**src/rtl/cv32e41s_rf_scrubber.sv**
```systemverilog
// Background ECC scrubber for the secure register file: steals idle read-port cycles,
// checks each word through the external decoder and writes back corrected single-bit errors.
module cv32e41s_rf_scrubber #(
  parameter int NUM_WORDS      = 32,
  parameter int WORD_WIDTH     = 38,
  parameter int SCRUB_INTERVAL = 256,
  parameter int CNT_WIDTH      = 8
) (
  input  logic                         clk,
  input  logic                         rst_n,
  input  logic                         enable_i,
  input  logic                         rd_port_free_i,
  output logic                         scrub_re_o,
  output logic [$clog2(NUM_WORDS)-1:0] scrub_raddr_o,
  input  logic                         dec_err_single_i,
  input  logic                         dec_err_double_i,
  input  logic [WORD_WIDTH-1:0]        dec_data_i,
  input  logic                         core_we_i,
  input  logic [$clog2(NUM_WORDS)-1:0] core_waddr_i,
  output logic                         wb_req_o,
  input  logic                         wb_gnt_i,
  output logic [$clog2(NUM_WORDS)-1:0] wb_addr_o,
  output logic [WORD_WIDTH-1:0]        wb_data_o,
  output logic                         alert_minor_o,
  output logic                         alert_major_o,
  output logic                         sweep_done_o,
  output logic [CNT_WIDTH-1:0]         corr_cnt_o
);

  localparam int AW = $clog2(NUM_WORDS);
  localparam int IW = $clog2(SCRUB_INTERVAL);

  typedef enum logic [1:0] {
    IDLE      = 2'd0,
    READ      = 2'd1,
    WRITEBACK = 2'd2
  } state_e;

  state_e                state_q;
  logic [IW-1:0]         cnt_q;
  logic [AW-1:0]         addr_q;
  logic [AW-1:0]         wb_addr_q;
  logic [WORD_WIDTH-1:0] wb_data_q;
  logic [CNT_WIDTH-1:0]  corr_cnt_q;
  logic                  alert_minor_q;
  logic                  alert_major_q;
  logic                  sweep_done_q;

  logic                  core_hits_addr;
  logic                  core_hits_wb;
  logic                  accept;
  logic                  wrap;
  logic [AW-1:0]         addr_adv;

  // A core write to the word under inspection makes the read data (or the pending fix) stale.
  assign core_hits_addr = core_we_i && (core_waddr_i == addr_q);
  assign core_hits_wb   = core_we_i && (core_waddr_i == wb_addr_q);
  assign accept         = (state_q == READ) && rd_port_free_i && enable_i;
  assign wrap           = (addr_q == AW'(NUM_WORDS - 1));
  assign addr_adv       = wrap ? AW'(1) : addr_q + AW'(1);

  assign scrub_re_o     = accept;
  assign scrub_raddr_o  = addr_q;
  assign wb_req_o       = (state_q == WRITEBACK) && !core_hits_wb;
  assign wb_addr_o      = wb_addr_q;
  assign wb_data_o      = wb_data_q;
  assign alert_minor_o  = alert_minor_q;
  assign alert_major_o  = alert_major_q;
  assign sweep_done_o   = sweep_done_q;
  assign corr_cnt_o     = corr_cnt_q;

  always_ff @(posedge clk or negedge rst_n) begin
    if (!rst_n) begin
      state_q       <= IDLE;
      cnt_q         <= '0;
      addr_q        <= AW'(1);
      wb_addr_q     <= '0;
      wb_data_q     <= '0;
      corr_cnt_q    <= '0;
      alert_minor_q <= 1'b0;
      alert_major_q <= 1'b0;
      sweep_done_q  <= 1'b0;
    end else begin
      alert_minor_q <= 1'b0;
      alert_major_q <= 1'b0;
      sweep_done_q  <= 1'b0;
      unique case (state_q)
        IDLE: begin
          if (!enable_i) begin
            cnt_q <= '0;
          end else if (cnt_q == IW'(SCRUB_INTERVAL - 1)) begin
            cnt_q   <= '0;
            state_q <= READ;
          end else begin
            cnt_q <= cnt_q + IW'(1);
          end
        end
        READ: begin
          if (!enable_i) begin
            state_q <= IDLE;
          end else if (rd_port_free_i) begin
            if (!core_hits_addr && !dec_err_double_i && dec_err_single_i) begin
              wb_addr_q <= addr_q;
              wb_data_q <= dec_data_i;
              state_q   <= WRITEBACK;
            end else begin
              alert_major_q <= dec_err_double_i && !core_hits_addr;
              addr_q        <= addr_adv;
              sweep_done_q  <= wrap;
              state_q       <= IDLE;
            end
          end
        end
        WRITEBACK: begin
          // Completes on grant or on a colliding core write; enable_i is deliberately ignored here.
          if (core_hits_wb || wb_gnt_i) begin
            addr_q       <= addr_adv;
            sweep_done_q <= wrap;
            state_q      <= IDLE;
            if (!core_hits_wb) begin
              alert_minor_q <= 1'b1;
              if (corr_cnt_q != '1) begin
                corr_cnt_q <= corr_cnt_q + CNT_WIDTH'(1);
              end
            end
          end
        end
        default: state_q <= IDLE;
      endcase
    end
  end

endmodule

```
**config.mk**
```make
export PLATFORM = sky130hd
export DESIGN_NAME = cv32e41s_rf_scrubber
export DESIGN_NICKNAME = d
export VERILOG_FILES = /design/src/rtl/cv32e41s_rf_scrubber.sv
export SDC_FILE = /design/constraint.sdc
export NUM_CORES = 1
export LEC_CHECK = 0
export ABC_CLOCK_PERIOD_IN_PS = 2200
export CORE_AREA = 2 2 87 89
export CTS_CLUSTER_DIAMETER = 80
export DETAILED_ROUTE_END_ITERATION = 10
export DIE_AREA = 0 0 89 91
export GPL_TIMING_DRIVEN = 0
export PLACE_DENSITY = 0.76
export SYNTH_ARGS = -nofsm -noshare
export SYNTH_HDL_FRONTEND = slang
export SYNTH_SLANG_ARGS = --single-unit
```
**constraint.sdc**
```tcl
create_clock -name clk -period 2.2 [get_ports clk]
set_clock_uncertainty 0.1 [all_clocks]
set_input_delay 0.22 -clock clk [delete_from_list [all_inputs] [get_ports clk]]
set_output_delay 0.22 -clock clk [all_outputs]
set_load 0.05 [all_outputs]
```
==> impl_metrics.yaml <==
power:
  power_density_mw_per_mm2: 769
  p_switching_mw: 1.08
  power_mw: 3.59
  comb_power_share: 0.237
  peakVddDrop_uv: 485
  p_leak_nw: 2.14
  clockPowerShare: 0.353
  swShare: 0.301
  pwr-share-seq: 0.410
  p_int_mw: 2.51
die:
  num_rows: 31
  die_h_um: 91
  start_util: 0.441
  core_mm2: 0.00714
  io_pins: 112
  die_w_um: 89
  die_area_mm2: 0.00810
route:
  drtIter0Drc: 52
  drt_pass1_iterations: 4
  final_antenna_net_count: 0
  wl_per_cell_um: 14.5
  viasPerCell: 5.02
  routed-via-count: 2374
  drc: 0
  drt-total-wl_um: 6860
yosys:
  yosys.area.top_type: "dfrtp_1"
  yosys-top-cells-area: "dfrtp_1 54%, mux2_2 16%, xnor2_1 3.6%"
  ys_ff_latch: 69
  ys_async_sr_fraction: 1.00
  synth.top_cell.area_share: 0.540
  ys_warn_count: 0
  synth_area_per_cell_um2: 12.8
  synth_ff_type: "dfrtp_1"
  syn_nets: 304
  syn_area_mm2: 0.00315
  synth_edf_count: 0
  postSynthCellCount: 246
  seq_area_frac_synth: 0.548
  synth_cell_type_count: 41
clocking:
  clk_pin_slew_worst_paths_ps: 80
  cts.sinks: 69
  ctsHtreeMaxLevel: 3
  clock_latency_ps: 340
  cts_tree: "built"
  numCtsBuffers: 9
  cts.root.buffer_cell: "clkbuf_8"
  clk_path_buf_depth: 2
  cts_setup_buffers: 0
grt:
  grt_overflow: 0
  grt_pass1_vias: 2408
  grt_pass1_wl_um: 11300
  grtUsageTotal: 0.178
  antenna_found_initial: 0
  grt_start_max_net_pins: 70
sta:
  relSlewSlack: 0.424
  rsz0062_at_grt: "no"
  setup_ws_ps: 89.7
  post-route-min-period_ps: 2110
  finalCritPeriodShare: 0.959
  hold_viol: 0
  worstMarginPinSlew_ps: 865
  setup_viol: 0
  fmax_ghz: 0.474
  slew_violations: 0
  hold_ws_ps: 380
placed_design:
  portBuffers: 111
  dpl.hpwl_um: 4970
  placedCellCount: 456
  dp_slack_ps: -272
  gp_congestion: 0.776
setup_path:
  crit_type: "flip-flop to output pin"
  cp.arrival_ps: 1790
  crit_family: "buffers and inverters"
  critical_path_buf_inv_count: 1
  cp_slowest_cell: "clkdlybuf4s50_1"
  path_cells: "clkdlybuf4s50_1"
  max_stage_delay_ps: 840
  cp-start-kind: "flip-flop"
  end_kind: "output pin"
  crit_fanout: 7
  worstPathRequired_ps: 1880
final_layout:
  final_common_cell: "clkdlybuf4s50_1"
  multi_input_area_mm2: 0.00138
  seqCellArea_mm2: 0.00173
  final_cell_mix: "108 x clkdlybuf4s50_1, 68 x dfrtp_1, 45 x mux2_2"
  nets: 427
  antenna_cells: 0
  area_growth_pct: 48.3
  fill_cells: 600
  instances_no_fill: 473
  drive_gt1_frac: 0.217
flow_run:
  cap_viol_max_count: 0
hold_path:
  hold_path_class: "input port to flip-flop"
outcome:
  status: "completed"
[through the flow]
| stage | util | setup TNS [ps] | cell area [um^2] |
|---|---|---|---|
| final | 0.654 | 0 | 4670 |
| after global routing | 0.654 | 0 | 4670 |
| after CTS | 0.653 | 0 | 4660 |
| after detailed placement | 0.616 | -7550 | 4390 |
| after global placement | 0.616 | -114560 | 4400 |
| after floorplan | - | 0 | 3160 |
[layout make-up]
| cell class | count | share of cell area |
|---|---|---|
| buffer | 6 | 0.0115 |
| clock buffer | 10 | 0.0295 |
| clock inverter | 6 | 0.0236 |
| inverter | 7 | 0.00563 |
| multi-input combinational | 164 | 0.295 |
| sequential | 69 | 0.370 |
| tap | 99 | 0.0265 |
| timing repair buffer | 112 | 0.239 |
[final timing paths]
check	startpoint	slack [ps]	cells past startpoint	endpoint
worst max-delay path	scrub_raddr_o[0]	90	1	scrub_raddr_o[0]
max in group asynchronous	rst_n	990	2	wb_data_o[8]
worst max register to register	scrub_raddr_o[0]	100	6	scrub_raddr_o[4]
min in group asynchronous	rst_n	440	2	cnt_q[2]
worst min register to register	corr_cnt_o[4]	400	1	corr_cnt_o[4]
worst min-delay path	dec_data_i[23]	380	2	wb_data_o[23]
[flip-flops by register name, summed over array words and instances (netlist names)]
name           count
cnt_q              8
corr_cnt_o         8
sweep_done_o       1
state_q            2
wb_addr_o          5
alert_minor_o      1
scrub_raddr_o      5
wb_data_o         38
alert_major_o      1
[kinds of logic after synthesis]
logic type	count (synthesis)	share of synthesized area
flops	69	0.548
compound gates	33	0.0703
buf+inv	13	0.0254
mux	51	0.183
fa+ha+maj	7	0.0278
simple gates	57	0.100
xor+xnor	16	0.0445
[synthesized netlist by cell type (all sizes together) (6+ instances only)]
cell,count
xnor2,13
ha,7
o21ai,11
and3,8
inv,7
mux2,47
nand2,13
nand3,6
a21oi,6
nand2b,6
dfrtp,68
[layer usage]
metal	up-vias	part of all wire	global-route usage
met4	0	0.012	0.0448
met2	80	0.47	0.284
met1	1166	0.41	0.218
met5	-	0	0
li1	1121	-	-
met3	7	0.10	0.0836
[repair_timing]
action,4_1_cts,5_1_grt
pin swaps,0,0
hold buffers,1,0
setup endpoints to repair,42,44
endpoints found under the hold margin,68,0
cloned,0,0
resized for setup,7,4
[power by group through the flow]
stage                     registers (mW)  logic [mW]  clock network (mW)
after global placement              1.49       0.837                   0
after global routing                1.50       0.928                1.36
after detailed placement            1.50       0.854                   0
final                               1.47       0.853                1.27
after floorplan                     1.71       0.287                   0
after CTS                           1.47       0.859                1.30
[worst register-to-register path, cell delays in order (launching register included)]
cell and delay, ps:
dfstp_2 610, xnor2_1 130, nand4_1 160, o31a_1 320, or2_1 210, buf_2 160, mux2_4 300
Power figures use the tool's default switching activity.
